<file path="src/rtl/multicycle_control_g7_if.sv">
// multicycle_control_g7_if: memory handshake between the control unit and the memory port
//   mem_read  : read strobe, driven by the controller
//   mem_write : write strobe, driven by the controller
//   mem_ready : access completes in any cycle where a strobe and this are high
interface multicycle_control_g7_if;
    logic mem_read;
    logic mem_write;
    logic mem_ready;
    modport master (output mem_read, output mem_write, input mem_ready);
    modport slave (input mem_read, input mem_write, output mem_ready);
endinterface

</file>
<file path="src/rtl/multicycle_control_g7.sv">
// multicycle_control_g7: multicycle FSM control unit for the g7 RISC-V core
//   clk, rst      : clock, synchronous active-high reset
//   i_opcode      : IR[6:0], stable from DECODE until the instruction ends
//   mem_bus       : memory strobes out, mem_ready in
//   o_PCWrite, o_PCWriteCond, o_PCSrc, o_IRWrite, o_RegWrite, o_MemtoReg,
//   o_ALUSrcA, o_ALUSrcB, o_ALUOp : datapath controls
//   o_instr_done  : pulse in the final cycle of each instruction
//   o_retired     : retired-instruction count, wraps
//   o_trap        : error flag (held until reset)
//   o_state       : current state for debug
//   CTRL_G7_JUMP_EN : when defined, JAL/JALR are executed instead of trapping
module multicycle_control_g7 #(
    parameter int CNT_W   = 32,
    parameter int TIMEOUT = 16
) (
    input  logic                 clk,
    input  logic                 rst,
    input  logic [6:0]           i_opcode,
    multicycle_control_g7_if.master mem_bus,
    output logic                 o_PCWrite,
    output logic                 o_PCWriteCond,
    output logic                 o_PCSrc,
    output logic                 o_IRWrite,
    output logic                 o_RegWrite,
    output logic [1:0]           o_MemtoReg,
    output logic                 o_ALUSrcA,
    output logic [1:0]           o_ALUSrcB,
    output logic [1:0]           o_ALUOp,
    output logic                 o_instr_done,
    output logic [CNT_W-1:0]     o_retired,
    output logic                 o_trap,
    output logic [3:0]           o_state
);
    localparam int WW = $clog2(TIMEOUT + 1);

    typedef enum logic [3:0] {
        FETCH    = 4'd0,
        DECODE   = 4'd1,
        EX_R     = 4'd2,
        EX_I     = 4'd3,
        MEM_ADDR = 4'd4,
        MEM_RD   = 4'd5,
        MEM_WR   = 4'd6,
        WB_ALU   = 4'd7,
        WB_MEM   = 4'd8,
        BRANCH   = 4'd9,
`ifdef CTRL_G7_JUMP_EN
        JUMP     = 4'd10,
`endif
        TRAP     = 4'd11
    } state_t;

    state_t            r_state;
    state_t            w_next;
    logic [WW-1:0]     r_wait;
    logic [CNT_W-1:0]  r_retired;
    logic              w_ready;
    logic              w_waiting;
    logic              w_timeout;

    assign w_ready   = mem_bus.mem_ready;
    assign w_waiting = (r_state == FETCH || r_state == MEM_RD || r_state == MEM_WR) && !w_ready;
    // the TIMEOUT-th consecutive low cycle is the one where the count already equals TIMEOUT-1
    assign w_timeout = w_waiting && (r_wait == WW'(TIMEOUT - 1));
    assign o_retired = r_retired;
    assign o_state   = r_state;
    assign o_trap    = r_state == TRAP;

    always_ff @(posedge clk) begin
        if (rst) begin
            r_state   <= FETCH;
            r_wait    <= '0;
            r_retired <= '0;
        end else begin
            r_state   <= w_next;
            r_wait    <= (w_waiting && w_next == r_state) ? r_wait + 1'b1 : '0;
            r_retired <= r_retired + CNT_W'(o_instr_done);
        end
    end

    always_comb begin
        w_next = r_state;
        case (r_state)
            FETCH:    w_next = w_ready ? DECODE : w_timeout ? TRAP : FETCH;
            DECODE: begin
                case (i_opcode)
                    7'b0110011:             w_next = EX_R;
                    7'b0010011:             w_next = EX_I;
                    7'b0000011, 7'b0100011: w_next = MEM_ADDR;
                    7'b1100011:             w_next = BRANCH;
`ifdef CTRL_G7_JUMP_EN
                    7'b1101111, 7'b1100111: w_next = JUMP;
`endif
                    default:                w_next = TRAP;
                endcase
            end
            EX_R, EX_I: w_next = WB_ALU;
            MEM_ADDR: w_next = i_opcode[5] ? MEM_WR : MEM_RD;
            MEM_RD:   w_next = w_ready ? WB_MEM : w_timeout ? TRAP : MEM_RD;
            MEM_WR:   w_next = w_ready ? FETCH : w_timeout ? TRAP : MEM_WR;
            WB_ALU, WB_MEM, BRANCH: w_next = FETCH;
`ifdef CTRL_G7_JUMP_EN
            JUMP:     w_next = FETCH;
`endif
            TRAP:     w_next = TRAP;
            default:  w_next = TRAP;
        endcase
    end

    always_comb begin
        o_PCWrite         = 1'b0;
        o_PCWriteCond     = 1'b0;
        o_PCSrc           = 1'b0;
        o_IRWrite         = 1'b0;
        o_RegWrite        = 1'b0;
        o_MemtoReg        = 2'b00;
        o_ALUSrcA         = 1'b0;
        o_ALUSrcB         = 2'b00;
        o_ALUOp           = 2'b00;
        o_instr_done      = 1'b0;
        mem_bus.mem_read  = 1'b0;
        mem_bus.mem_write = 1'b0;
        case (r_state)
            FETCH: begin
                mem_bus.mem_read = 1'b1;
                o_ALUSrcB        = 2'b01;
                o_IRWrite        = w_ready;
                o_PCWrite        = w_ready;
            end
            DECODE: o_ALUSrcB = 2'b10;
            EX_R: begin
                o_ALUSrcA = 1'b1;
                o_ALUOp   = 2'b10;
            end
            EX_I: begin
                o_ALUSrcA = 1'b1;
                o_ALUSrcB = 2'b10;
                o_ALUOp   = 2'b10;
            end
            MEM_ADDR: begin
                o_ALUSrcA = 1'b1;
                o_ALUSrcB = 2'b10;
            end
            MEM_RD: mem_bus.mem_read = 1'b1;
            MEM_WR: begin
                mem_bus.mem_write = 1'b1;
                o_instr_done      = w_ready;
            end
            WB_ALU: begin
                o_RegWrite   = 1'b1;
                o_instr_done = 1'b1;
            end
            WB_MEM: begin
                o_RegWrite   = 1'b1;
                o_MemtoReg   = 2'b01;
                o_instr_done = 1'b1;
            end
            BRANCH: begin
                o_ALUSrcA     = 1'b1;
                o_ALUOp       = 2'b01;
                o_PCWriteCond = 1'b1;
                o_PCSrc       = 1'b1;
                o_instr_done  = 1'b1;
            end
`ifdef CTRL_G7_JUMP_EN
            JUMP: begin
                o_RegWrite   = 1'b1;
                o_MemtoReg   = 2'b10;
                o_PCWrite    = 1'b1;
                o_instr_done = 1'b1;
                // JAL takes the target from ALUOut; JALR computes rs1+imm this cycle
                o_PCSrc      = i_opcode == 7'b1101111;
                if (i_opcode == 7'b1100111) begin
                    o_ALUSrcA = 1'b1;
                    o_ALUSrcB = 2'b10;
                end
            end
`endif
            default: ;
        endcase
    end
endmodule

</file>
<file path="src/flat_wrapper.sv">
// flat-port wrapper written by rule: the top's interface ports become plain ports
module multicycle_control_g7_flat 
#(
    parameter int CNT_W   = 32,
    parameter int TIMEOUT = 16
)
  (clk, rst, i_opcode, o_PCWrite, o_PCWriteCond, o_PCSrc, o_IRWrite, o_RegWrite, o_MemtoReg, o_ALUSrcA, o_ALUSrcB, o_ALUOp, o_instr_done, o_retired, o_trap, o_state, mem_bus_mem_read, mem_bus_mem_write, mem_bus_mem_ready);
  multicycle_control_g7_if mem_bus_i ();
  input  logic clk;
  input  logic rst;
  input  logic [6:0] i_opcode;
  output logic o_PCWrite;
  output logic o_PCWriteCond;
  output logic o_PCSrc;
  output logic o_IRWrite;
  output logic o_RegWrite;
  output logic [1:0] o_MemtoReg;
  output logic o_ALUSrcA;
  output logic [1:0] o_ALUSrcB;
  output logic [1:0] o_ALUOp;
  output logic o_instr_done;
  output logic [CNT_W-1:0] o_retired;
  output logic o_trap;
  output logic [3:0] o_state;
  output wire logic [$bits(mem_bus_i.mem_read)-1:0] mem_bus_mem_read;
  output wire logic [$bits(mem_bus_i.mem_write)-1:0] mem_bus_mem_write;
  input wire logic [$bits(mem_bus_i.mem_ready)-1:0] mem_bus_mem_ready;
  assign mem_bus_mem_read = mem_bus_i.mem_read;
  assign mem_bus_mem_write = mem_bus_i.mem_write;
  assign mem_bus_i.mem_ready = mem_bus_mem_ready;
  multicycle_control_g7 #(.CNT_W(CNT_W), .TIMEOUT(TIMEOUT)) u_core (.clk(clk), .rst(rst), .i_opcode(i_opcode), .mem_bus(mem_bus_i), .o_PCWrite(o_PCWrite), .o_PCWriteCond(o_PCWriteCond), .o_PCSrc(o_PCSrc), .o_IRWrite(o_IRWrite), .o_RegWrite(o_RegWrite), .o_MemtoReg(o_MemtoReg), .o_ALUSrcA(o_ALUSrcA), .o_ALUSrcB(o_ALUSrcB), .o_ALUOp(o_ALUOp), .o_instr_done(o_instr_done), .o_retired(o_retired), .o_trap(o_trap), .o_state(o_state));
endmodule
</file>
<file path="config.mk">
export PLATFORM = sky130hd
export DESIGN_NAME = multicycle_control_g7_flat
export DESIGN_NICKNAME = d
export VERILOG_FILES = /design/src/rtl/multicycle_control_g7_if.sv /design/src/rtl/multicycle_control_g7.sv /design/src/flat_wrapper.sv
export SDC_FILE = /design/constraint.sdc
export NUM_CORES = 1
export LEC_CHECK = 0
export BUFFER_PORTS_ARGS = -buffer_cell sky130_fd_sc_hd__buf_4
export CORE_ASPECT_RATIO = 1.25
export CORE_MARGIN = 4
export CORE_UTILIZATION = 47
export DETAILED_ROUTE_END_ITERATION = 8
export HOLD_SLACK_MARGIN = 0.08
export PLACE_DENSITY = 0.79
export SKIP_LAST_GASP = 1
export SLEW_MARGIN = 20
export SYNTH_ARGS = -nofsm -noshare
export SYNTH_HDL_FRONTEND = slang
export SYNTH_SLANG_ARGS = --single-unit
</file>
<file path="constraint.sdc">
create_clock -name clk -period 3 [get_ports clk]
set_input_delay 0.3 -clock clk [delete_from_list [all_inputs] [get_ports clk]]
set_output_delay 0.3 -clock clk [all_outputs]
set_load 0.02 [all_outputs]
</file>
# Word level (Yosys, flattened, before mapping)
# Index checks and enable logic that the tools add are counted.
dict set report word_totals {
  register_bits 41
  inputBits 10
  out_inout_bits 52
  wordCells 57
}
dict set report classes {
  add_sub_neg 2
  eq_ne 17
  muxes 19
  n_bitwise 1
  reduce_logical 15
}
# cell count
set op_table {}
lappend op_table {{32-bit by 1-bit adder with 32-bit output} 1}
lappend op_table {{4-bit case mux with 7 select lines} 1}
lappend op_table {{4-bit two-way mux} 6}
lappend op_table {{4-bit by 3-bit equality test with 1-bit output (second input constant)} 4}
lappend op_table {{4-bit case mux with 4 select lines} 1}
lappend op_table {{7-bit by 6-bit equality test with 1-bit output (second input constant)} 2}
lappend op_table {{4-bit equality test (second input constant)} 3}
lappend op_table {{2-bit OR reduction} 5}
lappend op_table {{4-bit by 2-bit equality test with 1-bit output (second input constant)} 2}
lappend op_table {{2-bit case mux with 2 select lines} 2}
lappend op_table {{7-bit by 2-bit equality test with 1-bit output (second input constant)} 1}
lappend op_table {{7-bit by 5-bit equality test with 1-bit output (second input constant)} 1}
lappend op_table {{7-bit equality test (second input constant)} 1}
lappend op_table {{1-bit two-way mux} 7}
lappend op_table {{3-bit OR reduction} 2}
lappend op_table {{5-bit by 1-bit adder with 5-bit output (second input constant)} 1}
lappend op_table {{5-bit by 4-bit equality test with 1-bit output (second input constant)} 1}
lappend op_table {{4-bit by 1-bit equality test with 1-bit output (second input constant)} 1}
lappend op_table {{4-bit equality test} 1}
lappend op_table {{4-bit zero test} 1}
lappend op_table {{4-bit OR reduction} 1}
lappend op_table {{1-bit logical AND} 3}
lappend op_table {{1-bit logical OR} 2}
lappend op_table {{2-bit two-way mux} 1}
lappend op_table {{other kinds (3)} 3}

# Depth between registers and ports, before layout
dict set report depth {
  word_depth 12
  ltp_mapped 13
  depth_no_buf 9
}

# Worst setup path after synthesis
# OpenSTA, ideal clock, no wires.
dict set report synth_timing {
  kind {register -> register}
  from {reg u_core.r_state[2] (netlist: u_core.o_state[2])}
  to {reg u_core.r_retired[24] (netlist: u_core.o_retired[24])}
  setup_ns 0.121
  arrival_time_ns 3.327
  required_ns 2.879
  path_slack_ns -0.448
  stages_incl_launch_ff 14
  n_path_buf 4
  synth_period_minus_slack_ns 3.448
  cell_sequence {dfxtp_1 -> clkbuf_1 -> clkbuf_1 -> nor2b_1 -> nand2_1 -> o22ai_1 -> ha_1 -> ha_1 -> and2_1 -> clkbuf_1 -> nand2_1 -> clkbuf_1 -> nor4_1 -> mux2_2}
}
dict set report synth_between {
  elab_chain_cells 4
  elab_cells_between_ends 7
  cone_classes {1 x add/sub; 4 x eq/ne; 1 x mux; 1 x reduce/logical}
}
# item line
set synth_lines {}
lappend synth_lines {{start: declaration} multicycle_control_g7.sv:53} ;# state_t r_state;
lappend synth_lines {{start signal: assignment} multicycle_control_g7.sv:75} ;# r_state <= w_next;
lappend synth_lines {{4-bit by 3-bit equality test with 1-bit output / 4-bit equality test (equally long branches)} multicycle_control_g7.sv:123} ;# case (r_state)
lappend synth_lines {{3-bit OR reduction (no line)} -}
lappend synth_lines {{1-bit case mux with 2 select lines *} multicycle_control_g7.sv:123}
lappend synth_lines {{via o_instr_done} flat_wrapper.sv:21} ;# output logic o_instr_done;
lappend synth_lines {{32-bit by 1-bit adder with 32-bit output *} multicycle_control_g7.sv:77} ;# r_retired <= r_retired + CNT_W'(o_instr_done);
lappend synth_lines {{end signal: assignment} multicycle_control_g7.sv:77}
lappend synth_lines {{end: declaration} multicycle_control_g7.sv:56} ;# logic [CNT_W-1:0] r_retired;
# Mark *: on every way through the listed nets, which the timed path passes. The rest lies on a longest branch.
# A chain may end at the register's enable or synchronous reset.

# Worst setup path after layout
dict set report layout_timing {
  from {reg u_core.r_state[3] (netlist: u_core.o_state[3])}
  to {reg u_core.r_retired[30] (netlist: u_core.o_retired[30])}
}
dict set report layout_between {
  elab_chain_cells 4
  elab_cells_between_ends 7
  cone_classes {1 x add/sub; 4 x eq/ne; 1 x mux; 1 x reduce/logical}
}
# item line
set layout_lines {}
lappend layout_lines {{4-bit by 3-bit equality test with 1-bit output / 4-bit equality test (equally long branches)} multicycle_control_g7.sv:123}
lappend layout_lines {{3-bit OR reduction (no line)} -}
lappend layout_lines {{1-bit case mux with 2 select lines *} multicycle_control_g7.sv:123}
lappend layout_lines {{32-bit by 1-bit adder with 32-bit output *} multicycle_control_g7.sv:77}
# Mark *: on every way between the ends. The rest lies on a longest branch, timed or not.

==> results.cfg <==
[detailed_routing]
drt_drc_violations_left = 0
vias = 2123
via_per_inst = 5.63
dr_wl_met2_um = 2570
wl_met1_um = 2120
drt_pre_antenna_iters = 4
wl_per_cell_um = 13.4
drt-total-wl_um = 5040
ant_nets = 0
wl_met3_um = 276
drt_iter0_drc = 154
top_layer = met4

[synthesis]
synth_top_family_by_area = simple AND/OR/NAND/NOR gates
yosys.area_share.adder_pct = 2.69
syn_area_mm2 = 0.00223
syn-instance-count = 268
synth-compound-area-share_pct = 11.5
synth-simple-area-share_pct = 33.7
ys_seq_elements = 41
synth_edf_count = 0
synthMuxAreaShare_pct = 4.99
synth_ff_type = dfxtp_1
synth-xor-area-share_pct = 5.10
ys_async_sr_fraction_pct = 0
ys_seq_area_share_pct = 36.8
synth_warnings = 0
syn_area_per_cell_um2 = 8.33
ys_types = 47
synth_nets = 282

[layout]
fin_nets = 333
instances_no_fill = 377
antenna_cells = 0
final_util_pct = 62.5
drive_above_1_share_pct = 28.5
fin_area_mm2 = 0.00281
syn_to_final_growth_pct = 25.8
final_cell_mix = buf_4 (66), dfxtp_1 (39), nor2_1 (25)
final_common_cell = buf_4

[critical_path]
timing.rr.end = u_core.o_retired[30]
startpoint_type = flop
worstPathCellList = nor2b_1 > nand2_1 > o22ai_4 > ha_1 > ha_1 > and2_1 > nand2_1 > nor4_1 > mux2_2
r2r_cells = 9
cp_slowest_cell = nor4_1
crit_arrival_ns = 2.68
reg2reg_from = u_core.o_state[3]
cp-end-kind = flop
crit_required_ns = 3.18
path_class = flop to flop
crit_end = u_core.o_retired[30]
r2r_slack_ns = 0.50
startpoint = u_core.o_state[3]
crit_fanout = 14
cp_slowest_stage_delay_ns = 0.38

[clock_network]
clockBufferDepth = 2
clk_latency_ns = 0.29
cts-buffers-inserted = 5
holdBufCountCts = 0
cts_sinks = 41
cts_resized = 0
cts_tree = yes
root_buffer = clkbuf_8
htreeDepth = 2
clkSlewWorstSetupHoldPaths_ns = 0.07
postCtsSetupRepairBufs = 0

[floorplan]
dieWidth_um = 69.7
dieArea_mm2 = 0.00593
coreArea_mm2 = 0.00449
rows = 27
start_util_pct = 49.7
fp.dieH_um = 85.1
io_pins = 62

[sta]
fmax_mhz = 400
min_period_ns = 2.50
fin_crit_sh_pct = 83.3
worst_slack_ns = 0.502
maxSlewViolCount = 0
relSlewSlack_pct = 50.2
finalHoldViolations = 0
max_slew.worst_pin.slew_ns = 0.745
fin_tns_setup_ns = 0
clock_skew_ns = 0.00902
finalSetupViolations = 0
grt_setup_unrepaired = no

[min_path]
hold_path.class = input port to flop

[placement]
finalWeightedCongestion = 0.843
hpwl_um = 3670
dpl-instance-area_mm2 = 0.00272
dp.cells = 370
pre_cts_ws_ns = 0.499
port_buffers = 60

[job]
max_cap_viol_count = 0

[pwr]
p_leak_nw = 1.08
vdd_drop_max_mv = 0.506
powerDensity_mw_per_mm2 = 639

[status]
status = complete, no violations

[grt]
gr-total-overflow = 0
grt_first_pass_wirelength_um = 8640
antenna_found_initial = 0
first_global_vias = 1946
grt_usage_pct = 17.4
grt_max_degree = 46
==> final cells by class <==
cell class,instances,area (um^2)
flip-flops and latches,41,823
well taps,58,72.6
clock inverters,1,7.51
clock buffers,6,82.6
multi-input cells,201,1310
repair buffers,66,495
inverters,4,15.0
fillers,385,1680
==> where the power goes <==
part | leakage, nW | switching [mW] | internal [mW]
sequential | 0.332 | 0.0288 | 0.582
clock | 0.0433 | 0.182 | 0.182
combinational | 0.704 | 0.472 | 0.348
==> per-layer routing <==
layer	vias to the layer above	GRT usage, %
met1	987	19.5
met2	56	32.5
met4	0	5.75
li1	1075	-
met3	5	3.91
met5	-	0
==> worst max-delay path, delay by kind of cell, from the launching register on <==
kind | cells | cell delay, ns
AND/OR/NAND/NOR | 5 | 1.19
adder cells (fa/ha/maj) | 2 | 0.36
flip-flops | 1 | 0.35
multiplexers | 1 | 0.37
AO/OA/AOI/OAI | 1 | 0.12
==> synth_stat cells (8+ instances only) <==
cell	count	area [um^2]
nor2_1	25	93.8
nand2_1	12	45.0
nor3_1	9	45.0
dfxtp_1	41	821
clkbuf_1	15	56.3
mux2_2	9	101
nand3_1	10	50.1
a21oi_1	15	75.1
o31ai_1	9	67.6
or4_1	8	60.1
nor4_1	10	62.6
xor2_1	8	70.1
nor2b_1	18	113
nand4_1	8	50.1
==> flip-flops by register name, indices dropped and copies added, names as in the netlist <==
register and cells:
u_core.o_retired 32, u_core.r_wait 5, u_core.o_state 4
==> kinds of logic after synthesis <==
family / after synthesis
buffers and inverters: 26
multiplexers: 10
flip-flops: 41
adder cells (fa/ha/maj): 5
XOR/XNOR: 13
AO/OA/AOI/OAI: 41
AND/OR/NAND/NOR: 131
other: 1
==> worst min-delay path by stage <==
stage	slack, ns	depth (start not counted)	startpoint	endpoint
after global placement	0.45	1	u_core.r_wait[0]	u_core.r_wait[0]
final	0.43	3	i_opcode[4]	u_core.o_state[1]
after detailed placement	0.46	1	u_core.r_wait[0]	u_core.r_wait[0]
after CTS	0.43	2	rst	u_core.o_retired[4]
after global routing	0.42	3	i_opcode[4]	u_core.o_state[1]
after floorplan	0.43	1	u_core.r_wait[0]	u_core.r_wait[0]
==> per-stage QoR <==
| step | hold WS (ns) | total power [mW] |
|---|---|---|
| 6_report | 0.429 | 1.79 |
| 2_1_floorplan | 0.432 | 1.19 |
| 3_3_place_gp | 0.455 | 1.45 |
| 4_1_cts | 0.428 | 1.82 |
| 3_5_place_dp | 0.457 | 1.45 |
| 5_1_grt | 0.425 | 1.91 |
No activity file was read; power rests on OpenSTA's default activity.
